### src/rtl/axis_vector_peak_pkg.sv
// Shared types and default widths for the AXI-Stream vector peak detector.
package axis_vector_peak_pkg;

    localparam int MAG_W = 16;
    localparam int LEN_W = 16;
    localparam int SUM_W = 40;

    typedef enum logic [1:0] {
        ACCUM  = 2'd0,
        HOLD   = 2'd1,
        RESYNC = 2'd2
    } state_t;

    typedef struct packed {
        logic [LEN_W-1:0] bin;
        logic [MAG_W-1:0] val;
        logic             len_err;
        logic [SUM_W-1:0] sum;
    } result_t;

endpackage

### src/rtl/axis_vector_peak_detect_peak_track.sv
// Running max/argmax (and magnitude sum when VECTOR_PEAK_SUM_EN is defined) over one vector.
// The next-state values are exported so the caller can capture the result on the final beat.
module peak_track #(
    parameter int MAG_WIDTH = 16,
    parameter int LEN_WIDTH = 16,
    parameter int SUM_WIDTH = 40
) (
    input  logic                 clk_i,
    input  logic                 rst_n_i,
    input  logic                 clear_i,
    input  logic                 load_i,
    input  logic                 upd_i,
    input  logic [MAG_WIDTH-1:0] mag_i,
    input  logic [LEN_WIDTH-1:0] idx_i,
    output logic [MAG_WIDTH-1:0] nxt_val_o,
    output logic [LEN_WIDTH-1:0] nxt_idx_o,
    output logic [SUM_WIDTH-1:0] nxt_sum_o
);

    logic [MAG_WIDTH-1:0] val_q, val_d;
    logic [LEN_WIDTH-1:0] idx_q, idx_d;

    // Strict greater-than keeps the lowest index on ties.
    always_comb begin
        val_d = val_q;
        idx_d = idx_q;
        if (clear_i) begin
            val_d = '0;
            idx_d = '0;
        end else if (load_i) begin
            val_d = mag_i;
            idx_d = idx_i;
        end else if (upd_i && (mag_i > val_q)) begin
            val_d = mag_i;
            idx_d = idx_i;
        end
    end

    always_ff @(posedge clk_i or negedge rst_n_i) begin
        if (!rst_n_i) begin
            val_q <= '0;
            idx_q <= '0;
        end else begin
            val_q <= val_d;
            idx_q <= idx_d;
        end
    end

    assign nxt_val_o = val_d;
    assign nxt_idx_o = idx_d;

`ifdef VECTOR_PEAK_SUM_EN
    logic [SUM_WIDTH-1:0] sum_q, sum_d;

    always_comb begin
        sum_d = sum_q;
        if (clear_i)     sum_d = '0;
        else if (load_i) sum_d = SUM_WIDTH'(mag_i);
        else if (upd_i)  sum_d = sum_q + SUM_WIDTH'(mag_i);
    end

    always_ff @(posedge clk_i or negedge rst_n_i) begin
        if (!rst_n_i) sum_q <= '0;
        else          sum_q <= sum_d;
    end

    assign nxt_sum_o = sum_d;
`else
    assign nxt_sum_o = '0;
`endif

endmodule

### src/rtl/axis_vector_peak_detect.sv
// Terminating AXI-Stream spectral vector receiver: peak bin/value per vector with framing checks.
// Optional energy sum on o_sum when VECTOR_PEAK_SUM_EN is defined (otherwise o_sum is 0).
module axis_vector_peak_detect
    import axis_vector_peak_pkg::*;
#(
    parameter int MAG_WIDTH = MAG_W,
    parameter int LEN_WIDTH = LEN_W,
    parameter int SUM_WIDTH = SUM_W
) (
    input  logic                 ce_clk,
    input  logic                 ce_rst_n,
    input  logic [31:0]          i_tdata,
    input  logic                 i_tlast,
    input  logic                 i_tvalid,
    output logic                 i_tready,
    input  logic [LEN_WIDTH-1:0] vector_len,
    output logic [LEN_WIDTH-1:0] o_peak_bin,
    output logic [MAG_WIDTH-1:0] o_peak_val,
    output logic                 o_len_err,
    output logic [SUM_WIDTH-1:0] o_sum,
    output logic                 o_valid,
    input  logic                 o_ready,
    output logic                 err_early,
    output logic                 err_late
);

    state_t               state_q;
    logic [LEN_WIDTH-1:0] cnt_q, len_q;
    logic                 late_pend_q, tready_q, valid_q;
    logic                 err_early_q, err_late_q;
    result_t              res_q, res_d;

    logic [MAG_WIDTH-1:0] mag;
    logic                 unused_imag;
    logic [LEN_WIDTH-1:0] cur_len, last_idx;
    logic                 acc_beat, final_beat, early, late;
    logic [MAG_WIDTH-1:0] nxt_val;
    logic [LEN_WIDTH-1:0] nxt_idx;
    logic [SUM_WIDTH-1:0] nxt_sum;

    assign mag         = i_tdata[31 -: MAG_WIDTH];
    assign unused_imag = ^i_tdata[31-MAG_WIDTH:0];

    // Length is latched on beat 0, so beat 0 compares against the live port (0 means 1).
    assign cur_len    = (cnt_q == '0) ? ((vector_len == '0) ? LEN_WIDTH'(1) : vector_len) : len_q;
    assign last_idx   = cur_len - LEN_WIDTH'(1);
    assign acc_beat   = i_tvalid && tready_q && (state_q == ACCUM);
    assign final_beat = acc_beat && (i_tlast || (cnt_q == last_idx));
    assign early      = acc_beat && i_tlast && (cnt_q != last_idx);
    assign late       = acc_beat && !i_tlast && (cnt_q == last_idx);

    peak_track #(
        .MAG_WIDTH(MAG_WIDTH),
        .LEN_WIDTH(LEN_WIDTH),
        .SUM_WIDTH(SUM_WIDTH)
    ) u_track (
        .clk_i    (ce_clk),
        .rst_n_i  (ce_rst_n),
        .clear_i  (valid_q && o_ready),
        .load_i   (acc_beat && (cnt_q == '0)),
        .upd_i    (acc_beat),
        .mag_i    (mag),
        .idx_i    (cnt_q),
        .nxt_val_o(nxt_val),
        .nxt_idx_o(nxt_idx),
        .nxt_sum_o(nxt_sum)
    );

    always_ff @(posedge ce_clk or negedge ce_rst_n) begin
        if (!ce_rst_n) begin
            state_q     <= ACCUM;
            cnt_q       <= '0;
            len_q       <= '0;
            late_pend_q <= 1'b0;
            tready_q    <= 1'b0;
            valid_q     <= 1'b0;
            err_early_q <= 1'b0;
            err_late_q  <= 1'b0;
        end else begin
            case (state_q)
                ACCUM: begin
                    tready_q <= 1'b1;
                    if (acc_beat) begin
                        if (cnt_q == '0) len_q <= cur_len;
                        if (final_beat) begin
                            state_q     <= HOLD;
                            tready_q    <= 1'b0;
                            valid_q     <= 1'b1;
                            cnt_q       <= '0;
                            late_pend_q <= late;
                            if (early) err_early_q <= 1'b1;
                            if (late)  err_late_q  <= 1'b1;
                        end else begin
                            cnt_q <= cnt_q + LEN_WIDTH'(1);
                        end
                    end
                end
                HOLD: begin
                    if (o_ready) begin
                        valid_q  <= 1'b0;
                        tready_q <= 1'b1;
                        state_q  <= late_pend_q ? RESYNC : ACCUM;
                    end
                end
                RESYNC: begin
                    // Drop the overrun tail of a vector that never delivered tlast in time.
                    if (i_tvalid && tready_q && i_tlast) state_q <= ACCUM;
                end
                default: state_q <= ACCUM;
            endcase
        end
    end

    always_comb begin
        res_d.bin     = nxt_idx;
        res_d.val     = nxt_val;
        res_d.len_err = early || late;
        res_d.sum     = nxt_sum;
    end

    always_ff @(posedge ce_clk or negedge ce_rst_n) begin
        if (!ce_rst_n)       res_q <= '0;
        else if (final_beat) res_q <= res_d;
    end

    assign i_tready   = tready_q;
    assign o_valid    = valid_q;
    assign o_peak_bin = res_q.bin;
    assign o_peak_val = res_q.val;
    assign o_len_err  = res_q.len_err;
    assign o_sum      = res_q.sum;
    assign err_early  = err_early_q;
    assign err_late   = err_late_q;

endmodule
### config.mk
export PLATFORM = sky130hd
export DESIGN_NAME = axis_vector_peak_detect
export DESIGN_NICKNAME = d
export VERILOG_FILES = /design/src/rtl/axis_vector_peak_pkg.sv /design/src/rtl/axis_vector_peak_detect_peak_track.sv /design/src/rtl/axis_vector_peak_detect.sv
export SDC_FILE = /design/constraint.sdc
export NUM_CORES = 1
export LEC_CHECK = 0
export CAP_MARGIN = 5
export CORE_MARGIN = 1
export CORE_UTILIZATION = 35
export DETAILED_ROUTE_END_ITERATION = 8
export PLACE_DENSITY_LB_ADDON = 0.05
export SYNTH_ARGS = -nofsm -noshare
export SYNTH_HDL_FRONTEND = slang
export SYNTH_SLANG_ARGS = --single-unit
### constraint.sdc
create_clock -name ce_clk -period 12.7 [get_ports ce_clk]
set_input_delay 3.81 -clock ce_clk [delete_from_list [all_inputs] [get_ports ce_clk]]
set_output_delay 3.81 -clock ce_clk [all_outputs]
set_load 0.1 [all_outputs]
* Yosys cells after proc, flatten, opt, wreduce, memory -nomap -nowiden
Cells that the tools add are included.
Operators by class: add/subtract/negate cells 2, order comparisons 1, eq/ne operators 8, muxes and demuxes 23, reductions and logical operators 26
Operators by type and width (count):
- 16-bit two-way mux | 9
- 16-bit zero test | 2
- 16-bit by 1-bit adder with 16-bit output, second input constant | 1
- 16-bit == test | 1
- 16-bit > comparator | 1
- 16-bit != test | 1
- 4-bit AND reduction | 4
- 16-bit by 1-bit subtractor with 16-bit output, second input constant | 1
- 1-bit logical AND | 11
- 2-bit two-way mux | 5
- 2-bit != test, second input constant | 4
- 1-bit two-way mux | 6
- 2-bit one-hot mux with 3 select lines | 1
- 3-bit AND reduction | 2
- 1-bit one-hot mux with 2 select lines | 2
- 2-bit AND reduction | 2
- 2-bit by 1-bit == test with 1-bit output, second input constant | 1
- 2-bit == test, second input constant | 1
- 2-bit zero test | 1
- 1-bit logical OR | 2
- 2-bit nonzero test | 1
- 1-bit zero test | 1
Storage, ports and cells: register bits 104, output and inout port bits 77, word-level logic and storage cells 73

* Logic depth before layout (Yosys ltp)
word-level depth 10, depth in mapped cells 20, mapped depth without buffers 16

* By module
From an unflattened synthesis, not the netlist that was laid out.
Unflattened totals: cell total of the unflattened synthesis 1168, area, all modules 9706.8 µm²
Modules (own cells, without submodules):
- axis_vector_peak_detect | instances 1, cells each 933, area an instance 7370.8 µm², sequential area each 2802.7 µm²
- peak_track | instances 1, cells each 235, area an instance 2336.0 µm², sequential area each 800.8 µm²

* Worst setup path after synthesis
OpenSTA, ideal clock, no wires.
path type input -> register, from input vector_len[14], to register res_q, in the netlist o_peak_val[0], library setup time 0.121 ns, arrival 7.050 ns, path slack 5.529 ns, stages 16, buffers on the path 2, path through or4_1 -> nor2_1 -> a31oi_1 -> o21a_1 -> ha_1 -> nor3b_1 -> xor2_1 -> mux2i_1 -> xnor2_1 -> a2111oi_0 -> nand4_1 -> nor4_4 -> a21oi_2 -> buf_6 -> buf_6 -> o2bb2ai_2
Between the ends: cells in the longest elaborated chain, start to end 7
Ends and longest elaborated chain:
- start: declaration | line axis_vector_peak_detect.sv:16 | input logic [LEN_WIDTH-1:0] vector_len,
- 16-bit zero test | line axis_vector_peak_detect.sv:45 | assign cur_len = (cnt_q == '0) ? ((vector_len == '0) ? LEN_WIDTH'(1) : vector_len) : len_q;
- 16-bit two-way mux (*) (2 in series) | line axis_vector_peak_detect.sv:45
- 16-bit by 1-bit subtractor with 16-bit output (*) | line axis_vector_peak_detect.sv:46 | assign last_idx = cur_len - LEN_WIDTH'(1);
- 16-bit == test (*) | line axis_vector_peak_detect.sv:48 | assign final_beat = acc_beat && (i_tlast || (cnt_q == last_idx));
- 1-bit logical OR (*) | line axis_vector_peak_detect.sv:48
- 1-bit logical AND (*) | line axis_vector_peak_detect.sv:48
- end signal: assignment | line axis_vector_peak_detect.sv:123 | else if (final_beat) res_q <= res_d;
- end: declaration | line axis_vector_peak_detect.sv:31 | result_t res_q, res_d;
Every way passes the cells marked *; elsewhere a longest branch is shown, timed or not. A chain may end at the register's enable or synchronous reset.

* Final worst setup path
from input vector_len[6], to register res_q, in the netlist o_peak_val[4]
Same word-level chain as after synthesis.

==> impl_metrics.xml <==
<?xml version="1.0" encoding="UTF-8"?>
<metrics>
  <group name="floorplan">
    <metric name="floorplan.io_pins" unit="">130</metric>
    <metric name="fp.dieArea" unit="um2">18600</metric>
    <metric name="die_w" unit="um">136</metric>
    <metric name="floorplan.initialDensity" unit="%">36.2</metric>
    <metric name="core.rowCount" unit="">48</metric>
    <metric name="fp.coreArea" unit="um2">17400</metric>
    <metric name="fp.dieH" unit="um">136</metric>
  </group>
  <group name="outcome">
    <metric name="outcome" unit="">complete, no violations</metric>
  </group>
  <group name="sta">
    <metric name="min_period_over_period" unit="%">69.3</metric>
    <metric name="max_freq" unit="MHz">114</metric>
    <metric name="hold_violations" unit="">0</metric>
    <metric name="rsz0062_at_grt" unit="">false</metric>
    <metric name="setup_viol_count_final" unit="">0</metric>
    <metric name="fin_skew" unit="ps">12.2</metric>
    <metric name="post-route-min-period" unit="ps">8800</metric>
    <metric name="timing.setup.tns" unit="ps">0</metric>
    <metric name="worstMarginPinSlew" unit="ps">1030</metric>
    <metric name="timing_max_transition_violations_final" unit="">0</metric>
    <metric name="timing.max_slew.rel_slack" unit="%">31.3</metric>
  </group>
  <group name="worst_setup_path">
    <metric name="worstPathCellList" unit="">clkdlybuf4s50_1 &gt; nor3_1 &gt; and3_1 &gt; a31oi_1 &gt; o21a_1 &gt; ha_1 &gt; nor2b_1 &gt; nand2_1 &gt; mux2_2 &gt; a2111oi_0 &gt; o21bai_1 &gt; a22o_1 &gt; nor4_4 &gt; o2111ai_4 &gt; buf_4 &gt; o2bb2ai_1</metric>
    <metric name="setup.worst_path.end_class" unit="">register</metric>
    <metric name="path_max_fanout" unit="">21</metric>
    <metric name="path_delay_family" unit="">compound AO/OA/AOI/OAI gates</metric>
    <metric name="crit_slowest_cell" unit="">nor4_4</metric>
    <metric name="critPathKind" unit="">input port to register</metric>
    <metric name="cp.buffers_inverters" unit="">2</metric>
    <metric name="start_kind" unit="">input port</metric>
    <metric name="slowest_delay" unit="ps">620</metric>
    <metric name="worstPathRequired" unit="ps">12970</metric>
    <metric name="cp.arrival" unit="ps">9070</metric>
  </group>
  <group name="clocking">
    <metric name="clock_insertion_delay_worst_skew" unit="ps">360</metric>
    <metric name="cts_tree" unit="">yes</metric>
    <metric name="numClockSinks" unit="">104</metric>
    <metric name="post_cts_hold_buffer_count" unit="">0</metric>
    <metric name="numCtsBuffers" unit="">9</metric>
    <metric name="h_tree_level_count" unit="">3</metric>
    <metric name="cts_resized" unit="">0</metric>
    <metric name="post-cts-setup-buffers" unit="">0</metric>
    <metric name="root_buffer" unit="">clkbuf_16</metric>
    <metric name="cts.clk_slew.worst_paths" unit="ps">70</metric>
    <metric name="clock_path_buffers" unit="">2</metric>
  </group>
  <group name="yosys">
    <metric name="synth.distinct_cells" unit="">66</metric>
    <metric name="synth_flop_cell" unit="">dfrtp_1</metric>
    <metric name="number_of_enable_flip_flop_cells_after_synthesis" unit="">0</metric>
    <metric name="synthCells" unit="">586</metric>
    <metric name="netlist.top_cell.by_area" unit="">dfrtp_1</metric>
    <metric name="synth_area" unit="um2">6310</metric>
    <metric name="yosys-top-cells-area" unit="">dfrtp_1, o2bb2ai_2, mux2i_1, buf_4, mux2_2</metric>
    <metric name="synth_largest_type_area_fraction" unit="%">41.3</metric>
    <metric name="number_of_warnings_issued_by_yosys" unit="">0</metric>
    <metric name="synth_seq_cells" unit="">104</metric>
    <metric name="synthArstFlopShare" unit="%">100</metric>
    <metric name="synth-seq-area-share" unit="%">41.3</metric>
    <metric name="syn_area_per_cell" unit="um2">10.8</metric>
  </group>
  <group name="pwr">
    <metric name="p_int" unit="uW">880</metric>
    <metric name="switching_share" unit="%">48.3</metric>
    <metric name="combinationalPowerShare" unit="%">54.6</metric>
    <metric name="power_frac_clock" unit="%">16.1</metric>
    <metric name="p_switching" unit="uW">821</metric>
    <metric name="power_density" unit="nW/um2">231</metric>
    <metric name="power.total" unit="mW">1.70</metric>
    <metric name="seq_power_share" unit="%">29.3</metric>
    <metric name="vdd_drop_max" unit="mV">0.151</metric>
    <metric name="cellLeakagePower" unit="nW">3.09</metric>
  </group>
  <group name="detailed_routing">
    <metric name="routed_wl" unit="mm">15.0</metric>
    <metric name="count_of_unresolved_drc_violations_after_routing" unit="">0</metric>
    <metric name="post_drt_wl_per_cell" unit="um">17.1</metric>
    <metric name="initialDrtViolationCount" unit="">179</metric>
    <metric name="via_count" unit="">4452</metric>
    <metric name="avgViaCountPerCell" unit="">5.06</metric>
    <metric name="detail_route_antenna_nets" unit="">0</metric>
    <metric name="drt-pass1-iter-count" unit="">4</metric>
  </group>
  <group name="finish">
    <metric name="final_common_cell" unit="">dfrtp_1</metric>
    <metric name="area_growth" unit="%">16.7</metric>
    <metric name="fraction_of_layout_instances_using_a_drive_strength_above_1" unit="%">14.5</metric>
    <metric name="final_net_count" unit="">721</metric>
    <metric name="final_cells" unit="">879</metric>
    <metric name="fill_cells" unit="">1675</metric>
    <metric name="mostFrequentLayoutCells" unit="">dfrtp_1, clkdlybuf4s50_1, nor2_1</metric>
    <metric name="antenna_cells_inserted" unit="">0</metric>
  </group>
  <group name="placement">
    <metric name="port_buffers" unit="">73</metric>
    <metric name="placed_cells_incl_taps" unit="">863</metric>
    <metric name="dp_hpwl" unit="mm">10.7</metric>
    <metric name="gp_congestion" unit="">0.825</metric>
  </group>
  <group name="grt">
    <metric name="grt_overflow_total" unit="">0</metric>
    <metric name="largest_net_degree_at_the_start_of_global_routing" unit="">66</metric>
    <metric name="grt_pass1_vias" unit="">4544</metric>
    <metric name="grt_antenna_before_repair" unit="">0</metric>
    <metric name="grt_first_pass_wirelength" unit="mm">24.9</metric>
    <metric name="grt.total_usage" unit="%">17.3</metric>
  </group>
  <group name="run">
    <metric name="cap_violations" unit="">0</metric>
  </group>
  <group name="hold_path">
    <metric name="timing.hold.worst.class" unit="">register to register</metric>
  </group>
</metrics>
-- stage by stage --
step	area (um2)	hold WS, ps	setup slack (ps)	utilization, %
finish	7360	464	3900	42.3
global route	7360	491	3580	42.3
CTS	7360	470	3950	42.3
global placement	7080	449	3610	40.7
detailed placement	7080	447	3600	40.7
floorplan	6450	472	5530	-
-- routing by layer --
layer  vias up  wire [um]  global-route usage [%]
li1       2146          -                       -
met1      2174       7120                    23.4
met2       114       6980                    27.8
met3        18        711                    3.88
met4         0        242                    4.51
met5         -          0                       0
-- flip-flops by register name (all words and copies together) (netlist names), 2 cells and up --
signal         flops
o_peak_val        16
u_track.idx_q     16
cnt_q             16
state_q            2
o_peak_bin        16
len_q             16
u_track.val_q     16
-- cell type report --
class	instances	area [um2]	area share, %
Multi-Input combinational cell	428	3320	45.1
Tap cell	225	282	3.82
Timing Repair Buffer	80	781	10.6
Clock inverter	5	47.5	0.646
Sequential cell	104	2600	35.4
Clock buffer	11	233	3.16
Inverter	26	97.6	1.33
-- synth_stat cells (6+ instances only) --
| master | n |
|---|---|
| dfrtp_1 | 104 |
| nor4_1 | 7 |
| xnor2_1 | 26 |
| and3_1 | 9 |
| and2_1 | 16 |
| xor2_1 | 7 |
| ha_1 | 19 |
| nor3_1 | 15 |
| mux2_2 | 22 |
| nand3_1 | 9 |
| o21ai_0 | 9 |
| buf_6 | 6 |
| inv_1 | 26 |
| nand2_1 | 24 |
| clkbuf_1 | 11 |
| o2bb2ai_2 | 29 |
| nor2_1 | 49 |
| buf_4 | 40 |
| nand4_1 | 8 |
| buf_2 | 8 |
| mux2i_1 | 43 |
| a21o_1 | 8 |
-- power groups by stage --
stage / combinational [mW] / clock [mW] / sequential (mW)
CTS: 0.935 / 0.284 / 0.499
detailed placement: 0.932 / 0 / 0.503
global placement: 0.925 / 0 / 0.504
finish: 0.928 / 0.274 / 0.498
floorplan: 0.562 / 0 / 0.673
global route: 0.998 / 0.300 / 0.515
-- kinds of logic after synthesis --
logic type / Yosys count / share of synthesized area, %
flops: 104 / 41.3
simple gates: 173 / 15.1
xor+xnor: 33 / 4.58
fa+ha+maj: 19 / 3.77
buf+inv: 93 / 8.79
other cells: 1 / 0.0595
compound gates: 98 / 15.7
mux: 65 / 10.8
-- final timing paths --
kind / depth (start not counted) / from / slack, ps / end
worst max-delay path: 16 / vector_len[6] / 3900 / o_peak_val[4]
min in group asynchronous: 1 / ce_rst_n / 3440 / len_q[15]
worst max register to register: 18 / cnt_q[0] / 6990 / o_peak_val[4]
worst min register to register: 1 / err_early / 460 / err_early
max in group asynchronous: 2 / ce_rst_n / 8000 / u_track.val_q[2]
worst min-delay path: 1 / err_early / 460 / err_early
No activity file was read; power rests on OpenSTA's default activity.
